$ cat src/rtl/cu_pkg.sv
// Shared encodings for the hardwired control unit: opcodes, FSM states,
// datapath control field codes and the IDLE control vector.
package cu_pkg;

    typedef enum logic [5:0] {
        OpNop  = 6'h00,
        OpBra  = 6'h01,
        OpBne  = 6'h02,
        OpImm  = 6'h03,
        OpLd   = 6'h04,
        OpSt   = 6'h05,
        OpInc  = 6'h06,
        OpAdd  = 6'h07,
        OpAnd  = 6'h08,
        OpLdar = 6'h09,
        OpHlt  = 6'h3F
    } opcode_e;

    typedef enum logic {
        StRun,
        StHalt
    } state_e;

    localparam logic [2:0] FunInc   = 3'b001;
    localparam logic [2:0] FunLoad  = 3'b010;
    localparam logic [2:0] FunClear = 3'b011;

    // ARF_RegSel is {PC, AR, SP}
    localparam logic [2:0] ArfPc = 3'b100;
    localparam logic [2:0] ArfAr = 3'b010;
    localparam logic [2:0] ArfSp = 3'b001;

    localparam logic [3:0] ScrS1 = 4'b0001;

    localparam logic [1:0] OutDPc = 2'b00;
    localparam logic [1:0] OutDAr = 2'b01;

    localparam logic [2:0] OutR1 = 3'b000;
    localparam logic [2:0] OutS1 = 3'b100;

    localparam logic [1:0] MuxAAlu = 2'b00;
    localparam logic [1:0] MuxAMem = 2'b10;
    localparam logic [1:0] MuxAImm = 2'b11;
    localparam logic [1:0] MuxBImm = 2'b11;
    localparam logic       MuxCLo  = 1'b0;

    localparam logic [4:0] AluPassA = 5'b10000;
    localparam logic [4:0] AluIncA  = 5'b10100;
    localparam logic [4:0] AluAdd   = 5'b10110;
    localparam logic [4:0] AluAnd   = 5'b10111;

    typedef struct packed {
        logic [2:0] rf_outa_sel;
        logic [2:0] rf_outb_sel;
        logic [2:0] rf_fun_sel;
        logic [3:0] rf_reg_sel;
        logic [3:0] rf_scr_sel;
        logic [4:0] alu_fun_sel;
        logic       alu_wf;
        logic [1:0] arf_outc_sel;
        logic [1:0] arf_outd_sel;
        logic [2:0] arf_fun_sel;
        logic [2:0] arf_reg_sel;
        logic       ir_lh;
        logic       ir_write;
        logic       mem_wr;
        logic       mem_cs;
        logic [1:0] mux_a_sel;
        logic [1:0] mux_b_sel;
        logic       mux_c_sel;
    } ctrl_t;

    // Memory chip select is active-low, so IDLE keeps it deasserted.
    localparam ctrl_t CtrlIdle = '{mem_cs: 1'b1, default: '0};

    function automatic logic [3:0] rf_onehot(input logic [1:0] rx);
        return 4'b0001 << rx;
    endfunction

    function automatic logic [2:0] rf_outsel(input logic [1:0] rx);
        return {1'b0, rx};
    endfunction

endpackage

$ cat src/rtl/seq_counter.sv
// Timing counter T: synchronous clear (reset or clr), increment, else hold.
module seq_counter #(
    parameter int unsigned T_W = 3
) (
    input  logic           clk,
    input  logic           rst,
    input  logic           clr,
    input  logic           inc,
    output logic [T_W-1:0] count
);

    always_ff @(posedge clk) begin
        if (rst || clr) begin
            count <= '0;
        end else if (inc) begin
            count <= count + T_W'(1);
        end
    end

endmodule

$ cat src/rtl/hardwired_control_unit.sv
// Hardwired fetch/decode/execute sequencer driving every datapath control input;
// all outputs are combinational from (state, T, IROut, ALUOutFlag).
module hardwired_control_unit
    import cu_pkg::*;
#(
    parameter int unsigned T_W = 3
) (
    input  logic        Clock,
    input  logic        Reset,
    input  logic [15:0] IROut,
    input  logic [3:0]  ALUOutFlag,
    output logic [2:0]  RF_OutASel,
    output logic [2:0]  RF_OutBSel,
    output logic [2:0]  RF_FunSel,
    output logic [3:0]  RF_RegSel,
    output logic [3:0]  RF_ScrSel,
    output logic [4:0]  ALU_FunSel,
    output logic        ALU_WF,
    output logic [1:0]  ARF_OutCSel,
    output logic [1:0]  ARF_OutDSel,
    output logic [2:0]  ARF_FunSel,
    output logic [2:0]  ARF_RegSel,
    output logic        IR_LH,
    output logic        IR_Write,
    output logic        Mem_WR,
    output logic        Mem_CS,
    output logic [1:0]  MuxASel,
    output logic [1:0]  MuxBSel,
    output logic        MuxCSel,
    output logic        Halted
);

    localparam logic [T_W-1:0] TStep0 = T_W'(0);
    localparam logic [T_W-1:0] TStep1 = T_W'(1);
    localparam logic [T_W-1:0] TStep2 = T_W'(2);
    localparam logic [T_W-1:0] TStep3 = T_W'(3);

    state_e         state_q, state_d;
    logic [T_W-1:0] t;
    logic           cnt_clr, cnt_inc;
    ctrl_t          ctrl;
    logic [5:0]     opcode;
    logic [1:0]     rx;
    logic           two_cycle;
    logic           unused_bits;

    assign opcode      = IROut[15:10];
    assign rx          = IROut[9:8];
    assign two_cycle   = (opcode == OpAdd) || (opcode == OpAnd);
    assign unused_bits = ^{IROut[7:0], ALUOutFlag[2:0]};

    seq_counter #(
        .T_W(T_W)
    ) u_seq_counter (
        .clk  (Clock),
        .rst  (Reset),
        .clr  (cnt_clr),
        .inc  (cnt_inc),
        .count(t)
    );

    always_ff @(posedge Clock) begin
        if (Reset) begin
            state_q <= StRun;
        end else begin
            state_q <= state_d;
        end
    end

    always_comb begin
        ctrl    = CtrlIdle;
        state_d = state_q;
        cnt_clr = 1'b0;
        cnt_inc = 1'b0;
        if (Reset) begin
            ctrl.arf_reg_sel = ArfPc;
            ctrl.arf_fun_sel = FunClear;
        end else if (state_q == StHalt) begin
            cnt_clr = 1'b1;
        end else begin
            case (t)
                TStep0, TStep1: begin
                    ctrl.arf_outd_sel = OutDPc;
                    ctrl.mem_cs       = 1'b0;
                    ctrl.ir_write     = 1'b1;
                    ctrl.ir_lh        = (t == TStep1);
                    ctrl.arf_reg_sel  = ArfPc;
                    ctrl.arf_fun_sel  = FunInc;
                    cnt_inc           = 1'b1;
                end
                TStep2: begin
                    cnt_clr = 1'b1;
                    case (opcode)
                        OpBra: begin
                            ctrl.mux_b_sel   = MuxBImm;
                            ctrl.arf_reg_sel = ArfPc;
                            ctrl.arf_fun_sel = FunLoad;
                        end
                        OpBne: begin
                            if (!ALUOutFlag[3]) begin
                                ctrl.mux_b_sel   = MuxBImm;
                                ctrl.arf_reg_sel = ArfPc;
                                ctrl.arf_fun_sel = FunLoad;
                            end
                        end
                        OpImm: begin
                            ctrl.mux_a_sel  = MuxAImm;
                            ctrl.rf_reg_sel = rf_onehot(rx);
                            ctrl.rf_fun_sel = FunLoad;
                        end
                        OpLd: begin
                            ctrl.arf_outd_sel = OutDAr;
                            ctrl.mem_cs       = 1'b0;
                            ctrl.mux_a_sel    = MuxAMem;
                            ctrl.rf_reg_sel   = rf_onehot(rx);
                            ctrl.rf_fun_sel   = FunLoad;
                            ctrl.arf_reg_sel  = ArfAr;
                            ctrl.arf_fun_sel  = FunInc;
                        end
                        OpSt: begin
                            ctrl.rf_outa_sel  = rf_outsel(rx);
                            ctrl.alu_fun_sel  = AluPassA;
                            ctrl.mux_c_sel    = MuxCLo;
                            ctrl.arf_outd_sel = OutDAr;
                            ctrl.mem_cs       = 1'b0;
                            ctrl.mem_wr       = 1'b1;
                            ctrl.arf_reg_sel  = ArfAr;
                            ctrl.arf_fun_sel  = FunInc;
                        end
                        OpInc: begin
                            ctrl.rf_outa_sel = rf_outsel(rx);
                            ctrl.alu_fun_sel = AluIncA;
                            ctrl.alu_wf      = 1'b1;
                            ctrl.mux_a_sel   = MuxAAlu;
                            ctrl.rf_reg_sel  = rf_onehot(rx);
                            ctrl.rf_fun_sel  = FunLoad;
                        end
                        OpAdd, OpAnd: begin
                            // Result parks in scratch S1 and is written back in T3.
                            ctrl.rf_outa_sel = rf_outsel(rx);
                            ctrl.rf_outb_sel = OutR1;
                            ctrl.alu_fun_sel = (opcode == OpAdd) ? AluAdd : AluAnd;
                            ctrl.alu_wf      = 1'b1;
                            ctrl.mux_a_sel   = MuxAAlu;
                            ctrl.rf_scr_sel  = ScrS1;
                            ctrl.rf_fun_sel  = FunLoad;
                            cnt_clr          = 1'b0;
                            cnt_inc          = 1'b1;
                        end
                        OpLdar: begin
                            ctrl.mux_b_sel   = MuxBImm;
                            ctrl.arf_reg_sel = ArfAr;
                            ctrl.arf_fun_sel = FunLoad;
                        end
                        OpHlt: begin
                            state_d = StHalt;
                        end
                        default: begin
                        end
                    endcase
                end
                TStep3: begin
                    cnt_clr = 1'b1;
                    if (two_cycle) begin
                        ctrl.rf_outa_sel = OutS1;
                        ctrl.alu_fun_sel = AluPassA;
                        ctrl.mux_a_sel   = MuxAAlu;
                        ctrl.rf_reg_sel  = rf_onehot(rx);
                        ctrl.rf_fun_sel  = FunLoad;
                    end
                end
                default: begin
                    cnt_clr = 1'b1;
                end
            endcase
        end
    end

    assign RF_OutASel  = ctrl.rf_outa_sel;
    assign RF_OutBSel  = ctrl.rf_outb_sel;
    assign RF_FunSel   = ctrl.rf_fun_sel;
    assign RF_RegSel   = ctrl.rf_reg_sel;
    assign RF_ScrSel   = ctrl.rf_scr_sel;
    assign ALU_FunSel  = ctrl.alu_fun_sel;
    assign ALU_WF      = ctrl.alu_wf;
    assign ARF_OutCSel = ctrl.arf_outc_sel;
    assign ARF_OutDSel = ctrl.arf_outd_sel;
    assign ARF_FunSel  = ctrl.arf_fun_sel;
    assign ARF_RegSel  = ctrl.arf_reg_sel;
    assign IR_LH       = ctrl.ir_lh;
    assign IR_Write    = ctrl.ir_write;
    assign Mem_WR      = ctrl.mem_wr;
    assign Mem_CS      = ctrl.mem_cs;
    assign MuxASel     = ctrl.mux_a_sel;
    assign MuxBSel     = ctrl.mux_b_sel;
    assign MuxCSel     = ctrl.mux_c_sel;
    assign Halted      = (state_q == StHalt);

endmodule

$ cat config.mk
export PLATFORM = sky130hd
export DESIGN_NAME = hardwired_control_unit
export DESIGN_NICKNAME = d
export VERILOG_FILES = /design/src/rtl/cu_pkg.sv /design/src/rtl/seq_counter.sv /design/src/rtl/hardwired_control_unit.sv
export SDC_FILE = /design/constraint.sdc
export NUM_CORES = 1
export LEC_CHECK = 0
export CORE_ASPECT_RATIO = 1.4
export CORE_UTILIZATION = 28
export DETAILED_ROUTE_END_ITERATION = 16
export PLACE_DENSITY_LB_ADDON = 0.05
export REMOVE_ABC_BUFFERS = 1
export SLEW_MARGIN = 20
export SYNTH_ARGS = -nofsm -noshare
export SYNTH_HDL_FRONTEND = slang
export SYNTH_SLANG_ARGS = --single-unit
$ cat constraint.sdc
create_clock -name Clock -period 1.9 [get_ports Clock]
set_input_delay 0.38 -clock Clock [delete_from_list [all_inputs] [get_ports Clock]]
set_output_delay 0.38 -clock Clock [all_outputs]
set_load 0.02 [all_outputs]
# After elaboration in Yosys (flattened, before gate mapping)
# Index checks and enable logic that the tools add are counted.
[word_totals] out_inout_bits=43 reg_bits=4 inputBits=22 wordCells=74
[op_classes] shift=1 mux=46 n_eq_ne=13 addsub=1 reduce_logical=11
[ops] op="2-to-1 mux 23 bit" count=2
[ops] op="equality test 6 x 3 -> 1 bit (second input constant)" count=4
[ops] op="case mux 6 bit (4 select lines)" count=1
[ops] op="2-to-1 mux 1 bit" count=17
[ops] op="2-to-1 mux 17 bit" count=1
[ops] op="case mux 8 bit (2 select lines)" count=1
[ops] op="case mux 5 bit (3 select lines)" count=1
[ops] op="case mux 7 bit (2 select lines)" count=1
[ops] op="equality test 6 x 2 -> 1 bit (second input constant)" count=2
[ops] op="equality test 6 x 4 -> 1 bit (second input constant)" count=2
[ops] op="2-to-1 mux 2 bit" count=6
[ops] op="2-to-1 mux 6 bit" count=2
[ops] op="2-to-1 mux 5 bit" count=2
[ops] op="case mux 5 bit (2 select lines)" count=1
[ops] op="2-to-1 mux 9 bit" count=1
[ops] op="2-to-1 mux 4 bit" count=2
[ops] op="case mux 2 bit (2 select lines)" count=2
[ops] op="OR reduction 2 bit" count=4
[ops] op="equality test 3 x 2 -> 1 bit (second input constant)" count=2
[ops] op="equality test 6 x 1 -> 1 bit (second input constant)" count=1
[ops] op="equality test 6 bit (second input constant)" count=1
[ops] op="2-to-1 mux 3 bit" count=2
[ops] op="case mux 1 bit (2 select lines)" count=3
[ops] op="case mux 3 bit (2 select lines)" count=1
[ops] op="other kinds (8)" count=10

# Logic depth before layout (Yosys ltp)
# Gate-level depths: netlist (run 1).
[logic_depth] ltp_word=7 mapped_depth=6 ltp_nobuf=6

# Cells and area by module
# Synthesis (run 1) repeated with hierarchy kept, for this count alone.
[unflattened] cells_unflattened=104 hier_area_um2=777.0
[modules_own_cells] module="hardwired_control_unit" seq_area_each_um2=20.0 instances=1 area_each_um2=645.6 cells_each=93
[modules_own_cells] module="seq_counter" seq_area_each_um2=60.1 instances=1 area_each_um2=131.4 cells_each=11

# Worst setup path after synthesis (run 1)
# OpenSTA, ideal clock, no wires.
[synth_path] kind="input to output" start="input IROut[13]" end="output RF_RegSel[1]" cell_stages=5 path_slack_ns=-0.612 path_buffers=1 t_required_ns=1.520 t_arrival_ns=2.132 cell_sequence="buf_2 or4b_4 a21oi_4 a21oi_2 nor4b_1"
[synth_between] elab_chain_cells=6 elab_cells_between_ends=12 cone_classes="eq/ne (5); mux (5); reduce/logical (2)"
[synth_lines] element="from (decl)" line_no="hardwired_control_unit.sv:10" text="input logic [15:0] IROut,"
[synth_lines] element="equality test 6 x 3 -> 1 bit (tied with other cells)" line_no="hardwired_control_unit.sv:93" text="case (opcode)"
[synth_lines] element="OR reduction 3 bit (no line) / logical OR 1 bit (equally long branches)"
[synth_lines] element="2-to-1 mux 4 bit / 2-to-1 mux 6 bit (equally long branches)"
[synth_lines] element="case mux 7 bit (2 select lines) *" line_no="hardwired_control_unit.sv:81" text="case (t)"
[synth_lines] element="2-to-1 mux 23 bit *" line_no="hardwired_control_unit.sv:78" text="end else if (state_q == StHalt) begin"
[synth_lines] element="2-to-1 mux 23 bit *" line_no="hardwired_control_unit.sv:75" text="if (Reset) begin"
[synth_lines] element="to (decl)" line_no="hardwired_control_unit.sv:15" text="output logic [3:0] RF_RegSel,"
# Mark *: on every way between the ends. The rest lies on a longest branch, timed or not.

# Worst setup path in the final report (run 1)
[layout_path] start="input IROut[12]" end="output RF_RegSel[1]"
# The elaborated chain is that of the path after synthesis.

==> reports/metrics.yaml, run 1 <==
worst_hold_path:
  hp-start: "u_seq_counter.count[1]$_SDFFE_PP0P_"
  hold_end: "u_seq_counter.count[1]$_SDFFE_PP0P_"
  holdCritPathClass: "flip-flop to flip-flop"
  hold_path_depth: 2
route:
  drt-initial-drc-count: 8
  route.detailed.wl_per_inst_um: 12.2
  drc: 0
  ant_nets: 0
  viasPerCell: 4.67
  routed_wl_um: 2690
  drtPass1Iterations: 4
  vias: 1028
sta:
  period_minus_slack_ns: 2.14
  rsz0062_at_grt: "true"
  final.setup_skew_ns: 0.00329
  finalWorstSetupSlack_ns: -0.235
  clock.fmax_mhz: 468
  slew_violations: 0
  finalHoldViolCount: 0
  tns_ns: -2.35
  period_share: 1.12
  setup_viol: 23
synth:
  ys_seq_elements: 4
  yosysWarnings: 0
  seq_area_frac_synth: 0.106
  synth_edf_count: 0
  synth_top_area_cell: "buf_4"
  synthTopCellsByArea: "buf_4, dfxtp_1, nor2_1, ha_1, nand2_1"
  synth_flop_cell: "dfxtp_1"
  async_reset_ff_frac: 0
  synth.distinct_cells: 33
  netlist_instances: 113
  synth_top_area_share: 0.160
  avgSynthCellArea_um2: 6.65
  synth_area_um2: 752
placement:
  hpwl_um: 1900
  port_buffers: 38
  dp_cells: 210
  place.gp.congestion: 0.731
clock_network:
  ctsHoldBuffers: 0
  cts_buffer_depth: 2
  clk_pin_slew_ns: 0.04
  numCtsBuffers: 3
  root_buffer: "clkbuf_4"
  clk_latency_ns: 0.23
  cts_tree: "done"
  clock_sinks: 4
  htree_levels: 1
outcome:
  status: "complete, but fails checks"
  failed_checks: "negative setup slack"
grt:
  grt_overflow: 0
  grt_pass1_wl_um: 4020
  grt_pass1_vias: 925
  antenna_found_initial: 0
  grt_max_degree: 10
  grtUsageTotal: 0.181
worst_setup_path:
  worstReg2RegEnd: "u_seq_counter.count[1]$_SDFFE_PP0P_"
  crit_arrival_ns: 1.76
  reg2reg_from: "u_seq_counter.count[0]$_SDFFE_PP0P_"
  path_max_fanout: 4
  reg2reg_depth: 7
  crit_type: "input pin to primary output"
  worstSetupEndpointType: "primary output"
  worst_setup_path_start_kind: "input pin"
  cp_data_required_time_ns: 1.52
  reg2reg_slack_ns: 0.56
die:
  ios: 65
  start_util: 0.304
  dieArea_mm2: 0.00290
  die_y_um: 63.3
  core_area_mm2: 0.00247
  fp.dieW_um: 45.8
  rows: 21
power_and_ir_drop:
  power.static_leakage_nw: 0.715
  power_density_mw_per_mm2: 563
  vdd_drop_max_uv: 518
cells_and_area:
  nets: 214
  layout_common_cells: "buf_4, buf_6, conb_1"
  antenna_cells: 0
  fin_cells: 220
  fillCellCount: 249
  syn2layout_area_growth_pct: 117
  layout_commonest_cell: "buf_4"
  layout-drive-gt1-share: 0.608
job:
  cap_violations: 0
==> flip-flops by register name (all words and copies together), names as in the netlist <==
register and count:
u_seq_counter.count 3, Halted 1
==> synthesized netlist by cell type (2+ instances only) <==
cell type and count:
buf_4 16, nor2_1 14, nand2_1 10, nor3_1 7, a21oi_1 6, inv_1 6
nand2b_1 5, and3_1 4, dfxtp_1 4, ha_1 4, and2_1 3, nand3_1 3
nor4_1 3, o21ai_0 3, a211oi_1 2, clkbuf_1 2, nand3b_1 2, nor2b_1 2
nor4b_1 2, o21a_1 2
==> logic make-up after synthesis <==
kind of cell / synth area share
simple gates: 0.418
other cells: 0.00499
compound gates: 0.183
buf+inv: 0.221
flops: 0.106
fa+ha+maj: 0.0666
==> how the worst max path moves through the flow <==
stage / start / to / slack, ns / cells past startpoint
2_1_floorplan: IROut[11] / RF_RegSel[1] / -0.51 / 4
3_3_place_gp: IROut[10] / RF_RegSel[1] / -1.12 / 6
3_5_place_dp: IROut[10] / RF_RegSel[1] / -1.16 / 6
4_1_cts: IROut[12] / RF_RegSel[1] / -0.28 / 6
5_1_grt: IROut[12] / RF_RegSel[1] / -0.26 / 6
6_report: IROut[12] / RF_RegSel[1] / -0.24 / 6
==> per-stage QoR <==
stage               setup WS [ns]  area [um^2]  power, mW  hold slack (ns)   util
finish                     -0.235         1630      0.917            0.567  0.660
CTS                        -0.284         1420      0.821            0.544  0.575
detailed placement          -1.16         1320      0.649            0.536  0.533
global placement            -1.12         1320      0.647            0.532  0.533
global route               -0.262         1630      0.988            0.583  0.660
floorplan                  -0.506          661      0.382            0.452      -
==> power by group <==
group          internal (mW)  switching (mW)  leakage, nW
combinational          0.328           0.356        0.668
clock                 0.0704          0.0307       0.0138
sequential             0.114          0.0181       0.0334
total                  0.512           0.405        0.715
==> per-layer routing <==
metal / global-route usage / routed length (um)
met4: 0.0625 / 22
met5: 0 / 0
met3: 0.00860 / 105
met1: 0.203 / 978
met2: 0.338 / 1590
==> critical path, stage by stage <==
cell and delay, ns:
buf_8 0.10, or4b_4 0.55, a21oi_4 0.18, a21oi_4 0.09, nor4b_2 0.27, buf_4 0.18
==> repair_timing <==
action	in CTS	in global routing
pin swaps	15	14
setup buffers	4	5
endpoints found under the setup margin	27	25
gates resized for setup	181	62
==> cell type report <==
type	instances	area, um^2	share of cell area
clock buffer	3	22.5	0.0138
inverter	6	22.5	0.0138
multi-input combinational	97	798	0.490
sequential	4	82.6	0.0507
tap	34	42.5	0.0261
timing repair buffer	76	661	0.406
Power figures use the tool's default switching activity.
==> run 2, diff against run 1 <==
Settings changed: HOLD_SLACK_MARGIN set to 0.02, TNS_END_PERCENT set to 5.
==> run 2 against run 1 <==
The flow still finishes with violations (negative setup slack); sequential share of layout area grew 0.49 points; first-iteration DRC count is 100% lower; maximum frequency down 0.49%; power is 12% lower; critical endpoint is now RF_RegSel[2].
==> reports/metrics.yaml, run 2 (same netlist as run 1, synthesis figures left out) <==
route:
  drt-initial-drc-count: 0
  route.detailed.wl_per_inst_um: 11.2
  ant_nets: 0
  vias: 972
  drc: 0
  drtPass1Iterations: 1
  viasPerCell: 4.52
  routed_wl_um: 2410
sta:
  finalHoldViolCount: 0
  period_minus_slack_ns: 2.15
  slew_violations: 0
  finalWorstSetupSlack_ns: -0.245
  period_share: 1.13
  setup_viol: 23
  final.setup_skew_ns: 0.00233
  tns_ns: -2.56
  fin_hold_ws_ns: 0.555
  clock.fmax_mhz: 466
  rsz0062_at_grt: "true"
clock_network:
  htree_levels: 1
  ctsHoldBuffers: 0
  clk_latency_ns: 0.23
  cts_buffer_depth: 2
  clock_sinks: 4
  clk_pin_slew_ns: 0.03
  numCtsBuffers: 3
  cts_tree: "done"
  root_buffer: "clkbuf_4"
power_and_ir_drop:
  vdd_drop_max_uv: 477
  power_switching_mw: 0.355
  sequentialPowerShare: 0.152
  switching_share: 0.438
  power_frac_comb: 0.724
  power_density_mw_per_mm2: 563
  pwr-share-clk: 0.124
  power.static_leakage_nw: 0.658
  intPower_mw: 0.455
cells_and_area:
  utilization: 0.583
  syn2layout_area_growth_pct: 91.5
  layout_commonest_cell: "buf_4"
  layout-drive-gt1-share: 0.519
  nets: 209
  stdcell_area_mm2: 0.00144
  largest_reg_flops: 3
  layout_common_cells: "buf_4, conb_1, buf_6"
  fillCellCount: 277
  antenna_cells: 0
  regMostFlops: "u_seq_counter.count"
die:
  fp.dieW_um: 45.8
  core_area_mm2: 0.00247
  start_util: 0.304
  die_y_um: 63.3
  ios: 65
  dieArea_mm2: 0.00290
  rows: 21
grt:
  grtUsageTotal: 0.169
  grt_pass1_vias: 853
  grt_util_met3: 0.00287
  antenna_found_initial: 0
  grt_util_met1: 0.209
  use_met2: 0.307
  grt_max_degree: 10
  top_usage_layer: "met2"
  grt_pass1_wl_um: 3780
  grt_overflow: 0
placement:
  place.gp.congestion: 0.731
  place_area_mm2: 0.00132
  hpwl_um: 1900
  dp_slack_ns: -1.16
  port_buffers: 38
worst_setup_path:
  worstSetupEndpointType: "primary output"
  cp_data_required_time_ns: 1.52
  reg2reg_from: "u_seq_counter.count[0]$_SDFFE_PP0P_"
  crit_type: "input pin to primary output"
  crit_arrival_ns: 1.77
  path_max_fanout: 4
  worst_setup_path_start_kind: "input pin"
  worstSetupStartpoint: "IROut[12]"
outcome:
  status: "complete, but fails checks"
  failed_checks: "negative setup slack"
worst_hold_path:
  hp-start: "u_seq_counter.count[0]$_SDFFE_PP0P_"
  holdCritPathClass: "flip-flop to flip-flop"
job:
  cap_violations: 0
==> run 2: worst paths after layout <==
check	end	slack, ns	cells after the start
min	u_seq_counter.count[0]$_SDFFE_PP0P_	0.55	2
max reg2reg	u_seq_counter.count[2]$_SDFFE_PP0P_	0.63	6
min reg2reg	u_seq_counter.count[0]$_SDFFE_PP0P_	0.55	2
max	RF_RegSel[2]	-0.25	6
==> run 2: area by class of cell <==
class | instances | area (um^2) | area share
clock buffer | 3 | 22.5 | 0.0156
inverter | 6 | 22.5 | 0.0156
multi-input combinational | 97 | 696 | 0.483
sequential | 4 | 80.1 | 0.0556
tap | 34 | 42.5 | 0.0295
timing repair buffer | 71 | 577 | 0.401
==> run 2: critical path: stages <==
cell	delay, ns
buf_8	0.10
or4b_4	0.55
a21oi_4	0.18
a21oi_4	0.09
nor4b_2	0.26
buf_2	0.20
==> run 2: repair_timing <==
item                                    in CTS  in global routing
endpoints found under the setup margin      27                 27
resized for setup                          159                 42
buffers inserted                             2                  1
pin swaps                                    9                 10
gates cloned                                 0                  0
hold endpoints to repair                     0                  0
==> run 2: power groups by stage <==
stage                     sequential [mW]  clock [mW]  combinational, mW
final                               0.123       0.100              0.587
after global routing                0.126       0.110              0.644
after CTS                           0.123       0.107              0.536
after detailed placement            0.124           0              0.525
after global placement              0.122           0              0.525
after floorplan                     0.140           0              0.243
==> run 2: per-layer routing <==
layer,vias to the layer above,part of all wire
li1,501,-
met1,449,0.38
met2,22,0.58
met3,0,0.040
met4,0,0
met5,-,0
==> run 2: stage by stage <==
step	total power, mW	instances
2_1_floorplan	0.382	107
3_3_place_gp	0.647	210
3_5_place_dp	0.649	210
4_1_cts	0.766	215
5_1_grt	0.880	215
6_report	0.810	215
==> run 3, diff against run 2 <==
Settings changed: CORE_AREA set to 2 2 39 41, CORE_ASPECT_RATIO 1.4 to not set, CORE_UTILIZATION 28 to not set, DIE_AREA set to 0 0 41 43, DONT_BUFFER_PORTS set to 1, MAX_ROUTING_LAYER set to met4.
Clock period 1.9 ns to 2 ns, I/O delays scaled along.
==> run 3 against run 2 <==
The flow still finishes with violations (negative setup slack); flip-flop and latch count did not move; worst setup slack improved by 0.18 ns; critical path depth rose by 1.
==> reports/metrics.yaml, run 3 (same netlist as run 1, synthesis figures left out) <==
outcome:
  status: "complete, but fails checks"
  failed_checks: "negative setup slack"
clock_network:
  numCtsBuffers: 3
  cts_buffer_depth: 2
  cts_tree: "done"
  clock_sinks: 4
  htree_levels: 1
  ctsHoldBuffers: 0
  clk_latency_ns: 0.23
  clk_pin_slew_ns: 0.04
  cts_setup_buffers: 0
  root_buffer: "clkbuf_4"
grt:
  antenna_found_initial: 0
  grt_pass1_vias: 750
  grtUsageTotal: 0.237
  grt_overflow: 0
  grt_pass1_wl_um: 2900
  grt_max_degree: 13
route:
  ant_nets: 0
  vias: 826
  route.detailed.wl_per_inst_um: 12.2
  drtPass1Iterations: 3
  drt-initial-drc-count: 7
  drc: 0
  viasPerCell: 5.33
  routed_wl_um: 1890
worst_setup_path:
  reg2reg_from: "u_seq_counter.count[2]$_SDFFE_PP0P_"
  crit_arrival_ns: 1.66
  cp_data_required_time_ns: 1.60
  reg2reg_slack_ns: 0.64
  crit_path_end: "RF_RegSel[2]"
  crit_type: "flip-flop to primary output"
  path_max_fanout: 4
  reg2reg_depth: 5
  worstReg2RegEnd: "u_seq_counter.count[1]$_SDFFE_PP0P_"
  worst_setup_path_start_kind: "flip-flop"
  worstSetupEndpointType: "primary output"
  worstSetupStartpoint: "u_seq_counter.count[0]$_SDFFE_PP0P_"
placement:
  hpwl_um: 1420
  port_buffers: 0
  dp_slack_ns: -0.103
  place.gp.congestion: 0.815
  place_area_um2: 898
cells_and_area:
  syn2layout_area_growth_pct: 34.3
  utilization: 0.730
  layout-drive-gt1-share: 0.374
  largest_reg_flops: 3
  nets: 167
  regMostFlops: "u_seq_counter.count"
  antenna_cells: 0
  layout_commonest_cell: "buf_4"
  stdcell_area_mm2: 0.00101
  layout_common_cells: "buf_4, conb_1, nor2_1"
job:
  cap_violations: 0
worst_hold_path:
  hp-start: "Reset"
  holdCritPathClass: "input pin to flip-flop"
sta:
  finalWorstSetupSlack_ns: -0.0606
  clock.fmax_mhz: 485
  finalHoldViolCount: 0
  slew_violations: 0
  period_share: 1.03
  rsz0062_at_grt: "true"
  period_minus_slack_ns: 2.06
  setup_viol: 8
  final.setup_skew_ns: 0.00340
die:
  fp.dieW_um: 41
  rows: 14
  start_util: 0.543
  die_y_um: 43
  dieArea_mm2: 0.00176
  core_area_mm2: 0.00138
  ios: 65
power_and_ir_drop:
  power.static_leakage_nw: 0.427
  power_mw: 0.659
  vdd_drop_max_uv: 512
  power_density_mw_per_mm2: 652
-- run 3: worst min path at each step --
| stage | end | slack (ns) | cells past startpoint |
|---|---|---|---|
| after floorplan | u_seq_counter.count[0]$_SDFFE_PP0P_ | 0.45 | 1 |
| after global placement | Halted$_SDFF_PP0_ | 0.48 | 1 |
| after detailed placement | Halted$_SDFF_PP0_ | 0.48 | 1 |
| after CTS | Halted$_SDFF_PP0_ | 0.23 | 1 |
| after global routing | Halted$_SDFF_PP0_ | 0.24 | 1 |
| final | Halted$_SDFF_PP0_ | 0.23 | 1 |
-- run 3: what timing repair did --
item / 4_1_cts / 5_1_grt
endpoints found under the setup margin: 13 / 19
gates cloned: 0 / 0
resized for setup: 13 / 7
pin swaps: 4 / 3
-- run 3: metrics by stage --
step	hold WS (ns)	std cells	setup TNS, ns
after floorplan	0.454	107	-2.16
after global placement	0.477	152	-0.194
after detailed placement	0.477	152	-0.247
after CTS	0.232	155	-0.521
after global routing	0.238	155	-1.64
final	0.235	155	-0.304
-- run 3: worst max-delay path, cell delays in order (launching register included) --
cell and delay, ns:
dfxtp_2 0.31, inv_2 0.06, ha_4 0.14, nand2b_4 0.06, a2111oi_4 0.32, a21oi_2 0.11
nor4b_2 0.25, buf_4 0.18
-- run 3: where the power goes --
| group | total (mW) | switching [mW] | internal [mW] | leakage (nW) |
|---|---|---|---|---|
| logic | 0.436 | 0.255 | 0.181 | 0.380 |
| registers | 0.124 | 0.0163 | 0.108 | 0.0334 |
| clock network | 0.0983 | 0.0313 | 0.0670 | 0.0138 |
-- run 3: layout make-up --
| type | instances | area [um^2] |
|---|---|---|
| timing repair buffer | 29 | 225 |
| fill | 121 | 374 |
| multi-input combinational | 97 | 637 |
| tap | 16 | 20.0 |
| inverter | 6 | 22.5 |
| sequential | 4 | 82.6 |
| clock buffer | 3 | 22.5 |
-- run 3: metal layers --
layer | GRT usage | vias to the layer above | routed length (um)
met5 | - | - | 0
met2 | 0.413 | 33 | 988
met3 | 0.0157 | 0 | 156
li1 | - | 413 | -
met4 | 0.0800 | 0 | 0
met1 | 0.267 | 380 | 745
